--- config.mk ---
export PLATFORM = sky130hd
export DESIGN_NAME = uart_tx_fifo
export DESIGN_NICKNAME = d
export VERILOG_FILES = /design/src/rtl/uart_pkg.sv /design/src/rtl/sync_fifo_mem.sv /design/src/rtl/uart_tx_fifo.sv
export SDC_FILE = /design/constraint.sdc
export NUM_CORES = 1
export LEC_CHECK = 0
export CAP_MARGIN = 20
export CORE_ASPECT_RATIO = 2
export CORE_UTILIZATION = 40
export CTS_BUF_LIST = sky130_fd_sc_hd__clkbuf_4 sky130_fd_sc_hd__clkbuf_8
export DETAILED_ROUTE_END_ITERATION = 6
export GPL_TIMING_DRIVEN = 0
export PLACE_DENSITY = 0.61
export SYNTH_ARGS = -nofsm -noshare
export SYNTH_HDL_FRONTEND = slang
export SYNTH_SLANG_ARGS = --single-unit
--- constraint.sdc ---
create_clock -name clk -period 2.78 [get_ports clk]
set_input_delay 0.417 -clock clk [delete_from_list [all_inputs] [get_ports clk]]
set_output_delay 0.417 -clock clk [all_outputs]
set_load 0.05 [all_outputs]
--- src/rtl/uart_pkg.sv ---
// uart_pkg
// Shared definitions for the UART datapath stages.
//   tx_state_t          : handshake FSM states for the TX byte buffer
//   UART_TX_FIFO_DEPTH  : default number of buffered bytes
package uart_pkg;

    typedef enum logic [1:0] {
        IDLE    = 2'd0,
        REQ     = 2'd1,
        RELEASE = 2'd2
    } tx_state_t;

    localparam int UART_TX_FIFO_DEPTH = 16;

endpackage

--- src/rtl/sync_fifo_mem.sv ---
// sync_fifo_mem
// DEPTH x 8 storage array for the TX byte buffer.
//   clk   in  : system clock
//   we    in  : write enable, writes wdata at waddr on the rising edge
//   waddr in  : write address
//   wdata in  : byte to store
//   raddr in  : read address
//   rdata out : byte at raddr, combinational read
module sync_fifo_mem
    import uart_pkg::*;
#(
    parameter int  DEPTH = UART_TX_FIFO_DEPTH,
    localparam int AW    = $clog2(DEPTH)
) (
    input  logic          clk,
    input  logic          we,
    input  logic [AW-1:0] waddr,
    input  logic [7:0]    wdata,
    input  logic [AW-1:0] raddr,
    output logic [7:0]    rdata
);

    logic [7:0] mem [DEPTH];

    // Storage is deliberately not reset: the pointers alone decide
    // which entries are meaningful.
    always_ff @(posedge clk) begin
        if (we) begin
            mem[waddr] <= wdata;
        end
    end

    assign rdata = mem[raddr];

endmodule

--- src/rtl/uart_tx_fifo.sv ---
// uart_tx_fifo
// Byte buffer in front of the UART transmitter. Bytes are pushed at full
// clock rate and drained one at a time over a req/ack handshake.
//   clk      in  : system clock
//   rst      in  : synchronous active-high reset
//   wr_en    in  : push wr_data this cycle
//   wr_data  in  : byte to queue
//   full     out : stored level equals DEPTH
//   empty    out : stored level is zero
//   level    out : bytes stored, not counting the byte in the output register
//   tx_req   out : tx_data is valid for the transmitter
//   tx_data  out : byte presented to the transmitter
//   tx_ack   in  : transmitter accepted the byte (pulse or level)
//   ovf      out : sticky overflow flag
//   ovf_clr  in  : clears ovf (and ovf_cnt)
//   ovf_cnt  out : saturating dropped-byte count, only when the macro
//                  UART_TX_FIFO_OVF_CNT_EN is defined
module uart_tx_fifo
    import uart_pkg::*;
#(
    parameter int  DEPTH = UART_TX_FIFO_DEPTH,
    localparam int AW    = $clog2(DEPTH)
) (
    input  logic        clk,
    input  logic        rst,
    input  logic        wr_en,
    input  logic [7:0]  wr_data,
    output logic        full,
    output logic        empty,
    output logic [AW:0] level,
    output logic        tx_req,
    output logic [7:0]  tx_data,
    input  logic        tx_ack,
    output logic        ovf,
    input  logic        ovf_clr
`ifdef UART_TX_FIFO_OVF_CNT_EN
    ,
    output logic [7:0]  ovf_cnt
`endif
);

    logic [AW-1:0] wptr;
    logic [AW-1:0] rptr;
    logic [AW:0]   level_q;
    logic [7:0]    rd_data;
    tx_state_t     state;
    logic          push;
    logic          pop;
    logic          drop;

    sync_fifo_mem #(
        .DEPTH (DEPTH)
    ) u_mem (
        .clk   (clk),
        .we    (push),
        .waddr (wptr),
        .wdata (wr_data),
        .raddr (rptr),
        .rdata (rd_data)
    );

    // Flags are decoded from the registered level, so a push arriving in
    // the same cycle as a pop from a full buffer is still dropped.
    assign level = level_q;
    assign full  = (level_q == (AW+1)'(DEPTH));
    assign empty = (level_q == '0);
    assign push  = wr_en && !full;
    assign drop  = wr_en && full;
    assign pop   = (state == IDLE) && !empty;

    // Pointer and level bookkeeping; pointers wrap naturally at DEPTH.
    always_ff @(posedge clk) begin
        if (rst) begin
            wptr    <= '0;
            rptr    <= '0;
            level_q <= '0;
        end else begin
            if (push) begin
                wptr <= wptr + AW'(1);
            end
            if (pop) begin
                rptr <= rptr + AW'(1);
            end
            case ({push, pop})
                2'b10:   level_q <= level_q + (AW+1)'(1);
                2'b01:   level_q <= level_q - (AW+1)'(1);
                default: level_q <= level_q;
            endcase
        end
    end

    // Handshake FSM. RELEASE waits for ack to fall so a level-style ack
    // cannot accept two bytes.
    always_ff @(posedge clk) begin
        if (rst) begin
            state   <= IDLE;
            tx_req  <= 1'b0;
            tx_data <= 8'h00;
        end else begin
            case (state)
                IDLE: begin
                    if (!empty) begin
                        tx_data <= rd_data;
                        tx_req  <= 1'b1;
                        state   <= REQ;
                    end
                end
                REQ: begin
                    if (tx_ack) begin
                        tx_req <= 1'b0;
                        state  <= RELEASE;
                    end
                end
                RELEASE: begin
                    if (!tx_ack) begin
                        state <= IDLE;
                    end
                end
                default: begin
                    tx_req <= 1'b0;
                    state  <= IDLE;
                end
            endcase
        end
    end

    // Sticky overflow flag; a new drop wins over a clear in the same cycle.
    always_ff @(posedge clk) begin
        if (rst) begin
            ovf <= 1'b0;
        end else if (drop) begin
            ovf <= 1'b1;
        end else if (ovf_clr) begin
            ovf <= 1'b0;
        end
    end

`ifdef UART_TX_FIFO_OVF_CNT_EN
    // Dropped-byte counter saturating at 8'hFF; clear plus drop gives 1.
    always_ff @(posedge clk) begin
        if (rst) begin
            ovf_cnt <= 8'h00;
        end else if (drop) begin
            if (ovf_clr) begin
                ovf_cnt <= 8'h01;
            end else if (ovf_cnt != 8'hFF) begin
                ovf_cnt <= ovf_cnt + 8'h01;
            end
        end else if (ovf_clr) begin
            ovf_cnt <= 8'h00;
        end
    end
`endif

endmodule

==> results by group <==
Timing
  • FMAX: 371.8 MHz
  • Fin crit share: 96.75%
  • Max Clock Skew: 13.78 ps
  • Hold Vio Cnt, Final: 0
  • Final setup fails: 0
  • Pins Over Slew Limit: 0
  • Hold WS: 502.6 ps
  • Min Tclk post-route: 2690 ps
  • Worst-margin pin slew: 811.0 ps
  • Relative slew margins: 45.73%

Final layout
  • Post-route cell area: 7263 um2
  • Synthesis-to-finish area growth: 17.01%
  • Multi-input gate area: 1782 um2
  • Nets: 467
  • Antenna diodes: 0
  • Finished Layout Cells: 656
  • Layout cell share with drive strength beyond 1: 18.78%
  • Register Area: 4349 um2
  • Most frequent cells in the layout: edfxtp_1, nor2_1, mux2i_1
  • FILL cells: 1318
  • Commonest non-fill, non-tap cell in the layout: edfxtp_1
  • Finished Core Util: 47.74%

Critical path
  • Critical path cell sequence: buf_2 > nor4_4 > buf_4 > a21boi_4 > buf_6 > ha_2 > or4b_2 > a21oi_1 > a31oi_1 > nand3_1
  • R2R Path End: level[4]$_SDFFE_PP0P_
  • Crit path largest cell delay: 660 ps
  • Critical path peak fanout: 11
  • Crit start category: flop
  • Reg2Reg Launch Point: level[2]$_SDFFE_PP0P_
  • Worst path slowest cell: or4b_2
  • CP endpoint kind: flop
  • Worst Path Arrival: 3070 ps
  • Kind of critical path: reg -> reg
  • Reg2reg setup slack: 90 ps
  • Reg2reg path depth: 10
  • CP Data Required Time: 3160 ps
  • Crit path launch: level[2]$_SDFFE_PP0P_

Worst hold path
  • Hold Crit Depth: 1
  • HP Class: reg -> reg
  • WHS Endpoint: state[0]$_SDFFE_PP0P_
  • Hold path start: state[1]$_SDFFE_PP0P_

Routing
  • Vias: 3481
  • Initial DRC count: 200
  • Post-route DRC: 0
  • Vias per cell: 5.306
  • Routed Antenna Nets: 0
  • Routed wire per std cell: 20.54 um
  • Initial DRT Pass Iterations: 4
  • Final WL: 13470 um

Power
  • Switching power: 2001 uW
  • Net Sw Frac: 32.18%
  • LEAKAGE: 0.002353 uW
  • Int Pwr: 4217 uW
  • Clock Power Share: 26.5%
  • Power Density: 856.0 nW/um2
  • Sequential share of power: 44.1%
  • Logic pwr share: 29.4%
  • Maximum VDD drop: 299.2 uV

Synth
  • Yosys Warn Count: 0
  • Synthesized Nets: 412
  • Synthesized area: 6207 um2
  • Avg Cell Area, Syn: 15.92 um2
  • EDFF count, synth: 128
  • Async SR Flop Fraction: 0%
  • Count of different cell masters after synthesis: 44
  • Post-Synthesis Cells: 390
  • Top_reg_cell synth: edfxtp_1
  • Post-synthesis register bit count: 153
  • Sequential area share after synthesis: 69.99%

Clock network
  • CTS tree: yes
  • CTS root buf: clkbuf_8
  • H-tree lvl count: 4
  • Maximum buffer depth of the clock tree: 2
  • Worst-path clk slew: 90 ps
  • Worst skew pair latency: 450 ps
  • Clock buffer count from CTS: 17
  • Sinks on Clock Net: 153

Placement
  • RePlAce Congestion: 0.8253
  • Placement Cell Area: 6770 um2
  • Count of input and output buffers: 29
  • Final HPWL DP: 9783 um
  • Cell count after placement: 619

Global routing
  • First-pass GRT wire length: 20660 um
  • Remaining Overflow, GRT: 0
  • Initial antenna violation count: 0
  • Vias in the first global route: 3684
  • Gr usage total: 18.12%
  • Largest net degree at the start of global routing: 17

Floorplanning
  • Site Rows: 64
  • Initial core utilization: 40.80%
  • Die W: 90.09 um
  • Core area: 15210 um2
  • Die ar.: 16050 um2
  • I/O pins: 30
  • Die H: 178.2 um

Status
  • Status: finished, final reports clean

Run
  • Max Cap Viol: 0
## flip-flops by register name (all words and copies together) (netlist names)
name	count
state	2
tx_data	8
wptr	4
rptr	4
u_mem.mem	128
level	5
ovf	1
tx_req	1
## metrics by stage
step / total power, uW / setup TNS (ps) / setup WS [ps]
after floorplan: 3948 / 0 / 21.67
after global placement: 4453 / -11720 / -441.2
after detailed placement: 4494 / -12280 / -510.5
after CTS: 6151 / -141.6 / -132.6
after global routing: 6492 / -8.589 / -8.589
final: 6218 / 0 / 90.25
## worst max-delay path, delay by kind of cell, from the launching register on
kind                       cells  cell delay, ps
DFF                            1             350
AOI/OAI and AO/OA              3             470
and+or+nand+nor                3             850
adders and majority gates      1             360
buffers and inverters          3             590
## what timing repair did
| action | 4_1_cts | 5_1_grt |
|---|---|---|
| pin swaps | 0 | 2 |
| hold endpoints to repair | 0 | 0 |
| endpoints found under the setup margin | 21 | 4 |
| resized for setup | 8 | 7 |
| buffers inserted | 0 | 6 |
| hold buffers | 0 | 0 |
| cloned | 0 | 0 |
## synth_stat cells (all sizes together) (2+ instances only)
| master | n | area, um2 |
|---|---|---|
| edfxtp | 128 | 3844 |
| nor2 | 36 | 135.1 |
| mux2i | 35 | 350.3 |
| dfxtp | 25 | 500.5 |
| buf | 16 | 92.59 |
| mux4 | 16 | 360.4 |
| nand2 | 16 | 60.06 |
| o22ai | 16 | 100.1 |
| ha | 9 | 112.6 |
| a211oi | 8 | 60.06 |
| a311oi | 8 | 70.07 |
| a21oi | 7 | 35.03 |
| clkbuf | 7 | 26.28 |
| nor3 | 7 | 35.03 |
| inv | 6 | 22.52 |
| xor2 | 6 | 52.55 |
| nand2b | 4 | 25.02 |
| nor2b | 4 | 25.02 |
| o211ai | 4 | 43.79 |
| xnor2 | 4 | 35.03 |
| a211o | 3 | 26.28 |
| a2111oi | 2 | 17.52 |
| a21boi | 2 | 18.77 |
| and3 | 2 | 12.51 |
| nand3 | 2 | 10.01 |
| nor3b | 2 | 15.01 |
| o21ai | 2 | 10.01 |
| or3 | 2 | 12.51 |
## power by group through the flow
| stage | combinational, uW | sequential, uW | clock [uW] |
|---|---|---|---|
| after floorplan | 963 | 2990 | 0 |
| after global placement | 1670 | 2780 | 0 |
| after detailed placement | 1700 | 2790 | 0 |
| after CTS | 1720 | 2740 | 1680 |
| after global routing | 1960 | 2760 | 1770 |
| final | 1830 | 2740 | 1650 |
## worst max path at each step
stage | end | slack (ps)
2_1_floorplan | level[4]$_SDFFE_PP0P_ | 20
6_report | level[4]$_SDFFE_PP0P_ | 90
4_1_cts | level[4]$_SDFFE_PP0P_ | -130
3_5_place_dp | level[4]$_SDFFE_PP0P_ | -510
5_1_grt | level[2]$_SDFFE_PP0P_ | -9
3_3_place_gp | level[4]$_SDFFE_PP0P_ | -440
## per-layer routing
metal | vias to the layer above | GRT usage [%] | share of wire [%]
li1 | 1630 | - | -
met3 | 26 | 3.751 | 2.7
met4 | 0 | 10.75 | 4.8
met5 | - | 0 | 0
met1 | 1752 | 16.02 | 34
met2 | 73 | 36.48 | 58
## final cells by class
type | instances | share of cell area, %
repair buffers | 37 | 4.772
clock inverters | 12 | 1.671
clock buffers | 20 | 3.704
inverters | 6 | 0.3618
multi-input cells | 208 | 24.53
flip-flops and latches | 153 | 59.88
well taps | 198 | 3.411
plain buffers | 22 | 1.671
## logic make-up (layout without fill, tap and decap cells)
group / Yosys count / count (layout) / synth area share (%)
AOI/OAI and AO/OA: 57 / 57 / 6.793
and+or+nand+nor: 81 / 81 / 6.269
muxes: 51 / 51 / 11.45
adders and majority gates: 9 / 9 / 1.814
xor gates and xnor gates: 10 / 10 / 1.411
DFF: 153 / 153 / 69.99
buffers and inverters: 29 / 97 / 2.278
Power figures use the tool's default switching activity.
==> patch (config.mk and constraints unchanged) <==
The package constant `UART_TX_FIFO_DEPTH` goes from 16 to 32.
--- a/src/rtl/uart_pkg.sv
+++ b/src/rtl/uart_pkg.sv
@@ -12,3 +12,3 @@
 
-    localparam int UART_TX_FIFO_DEPTH = 16;
+    localparam int UART_TX_FIFO_DEPTH = 32;
 
Ports: changed (resized level); port bits go from 30 to 31. No check against the original RTL was run, so the function may have changed too.
==> patch against the original RTL <==
Core utilization increased by 0.085 points; final area increased by 82%; area after synthesis is 82% higher; sequential cell count rose by 131; largest cell class unchanged; cell count is 65% higher; worst hold slack lost 0.019 ns; largest power group unchanged; worst setup slack worse by 0.18 ns; critical path type unchanged; the run now ends with negative setup slack left; wire length is 85% higher; power increased by 80%.
==> patch: results (changes against the original RTL) <==
stage,metric,value,unit,change
worst_setup_path,cpPeakStageDelay,0.58,ns,-0.08 ns
global_route,grt_pass1_vias,6269,,+70%
timing,finalSetupViolCount,2,,+2
placed_design,gp_congestion,0.764,,-7.4%
outcome,violations,negative setup slack,,
placed_design,dp.cells,990,,+60%
worst_setup_path,arrival,3.29,ns,+0.22 ns
detailed_routing,drt_iter0_markers,267,,+34%
clock_network,h-tree-depth,2,,-2
detailed_routing,avgRoutedWirePerCell,23.1,µm,+13%
clock_network,cts_inserted_buffers,39,,+22
worst_setup_path,critPathMaxFanout,5,,-6
global_route,grt_max_degree,33,,+16
timing,fin_ws,-0.0899,ns,-0.180 ns
synthesis,yosysUniqueCellTypes,52,,+18%
worst_setup_path,crit_slowest_cell,or4_4,,
synthesis,syn_nets,630,,+53%
timing,finClkSkew,0.0130,ns,-0.000734 ns
outcome,status,finished with violations,,
timing,slew_headroom,35.1,%,-11 points
detailed_routing,drtPass1Iterations,5,,+1
cells_and_area,nets,722,,+55%
power_and_ir_drop,vdd_ir_drop_max,0.567,mV,+89%
synthesis,syn_inst,606,,+55%
synthesis,yosys-top-cells-area,"edfxtp_1, mux4_2, dfxtp_1",,
clock_network,clk_pin_slew,0.07,ns,-0.02 ns
cells_and_area,layout-drive-gt1-share,24.9,%,+6.1 points
==> patch: what timing repair did <==
action | CTS | global route
setup endpoints to repair | 5 | 85
pin swaps | 7 | 5
gates resized for setup | 15 | 10
hold buffers | 0 | 0
setup buffers | 9 | 4
==> patch: final timing paths <==
kind | endpoint | slack [ns] | cells after the start
max | level[5]$_SDFFE_PP0P_ | -0.09 | 9
min | tx_data[7]$_SDFFE_PP0P_ | 0.48 | 1
max reg2reg | level[5]$_SDFFE_PP0P_ | -0.09 | 9
min reg2reg | tx_data[7]$_SDFFE_PP0P_ | 0.48 | 1
==> patch: layout make-up <==
class / instances / area [µm²]
Multi-Input combinational cell: 281 / 2910
Clock inverter: 14 / 91.3
Buffer: 30 / 190
Fill cell: 2301 / 14400
Clock buffer: 57 / 691
Sequential cell: 284 / 8260
Timing Repair Buffer: 54 / 609
Inverter: 8 / 30.0
Tap cell: 352 / 440
==> patch: logic make-up after synthesis <==
logic type / synth area share [%]
buffers and inverters: 2.01
AOI/OAI and AO/OA: 5.47
DFF: 73.2
muxes: 13.2
and+or+nand+nor: 3.91
xor gates and xnor gates: 0.933
adders and majority gates: 1.29
==> patch: metal layers <==
layer | global-route usage, % | share of wire (%) | routed length (µm) | up-vias
li1 | - | - | - | 2639
met1 | 18.2 | 34 | 8530 | 2999
met2 | 35.2 | 58 | 14500 | 174
met3 | 2.40 | 3.5 | 877 | 57
met4 | 8.49 | 4.2 | 1040 | 0
met5 | 0 | 0 | 0 | -
==> patch: worst register-to-register path: stages (launching register included) <==
cell and delay (ns):
dfxtp_4 0.34, or4_4 0.58, o311a_4 0.42, ha_4 0.18
buf_4 0.16, ha_4 0.24, nor4bb_2 0.18, a211oi_2 0.23
nand3_2 0.12, mux2_4 0.31
==> patch: power groups by stage <==
stage          clock network, mW  logic (mW)  registers (mW)
4_1_cts                     3.29        3.02            4.91
2_1_floorplan                  0        1.86            5.18
3_3_place_gp                   0        2.83            5.00
3_5_place_dp                   0        2.91            5.01
6_report                    3.23        3.07            4.90
5_1_grt                     3.47        3.24            4.92
==> patch: through the flow <==
step / hold WS [ns] / instance area, µm²
floorplan: 0.484 / 11400
global placement: 0.474 / 12100
detailed placement: 0.466 / 12100
CTS: 0.477 / 13000
global route: 0.514 / 13200
finish: 0.483 / 13200
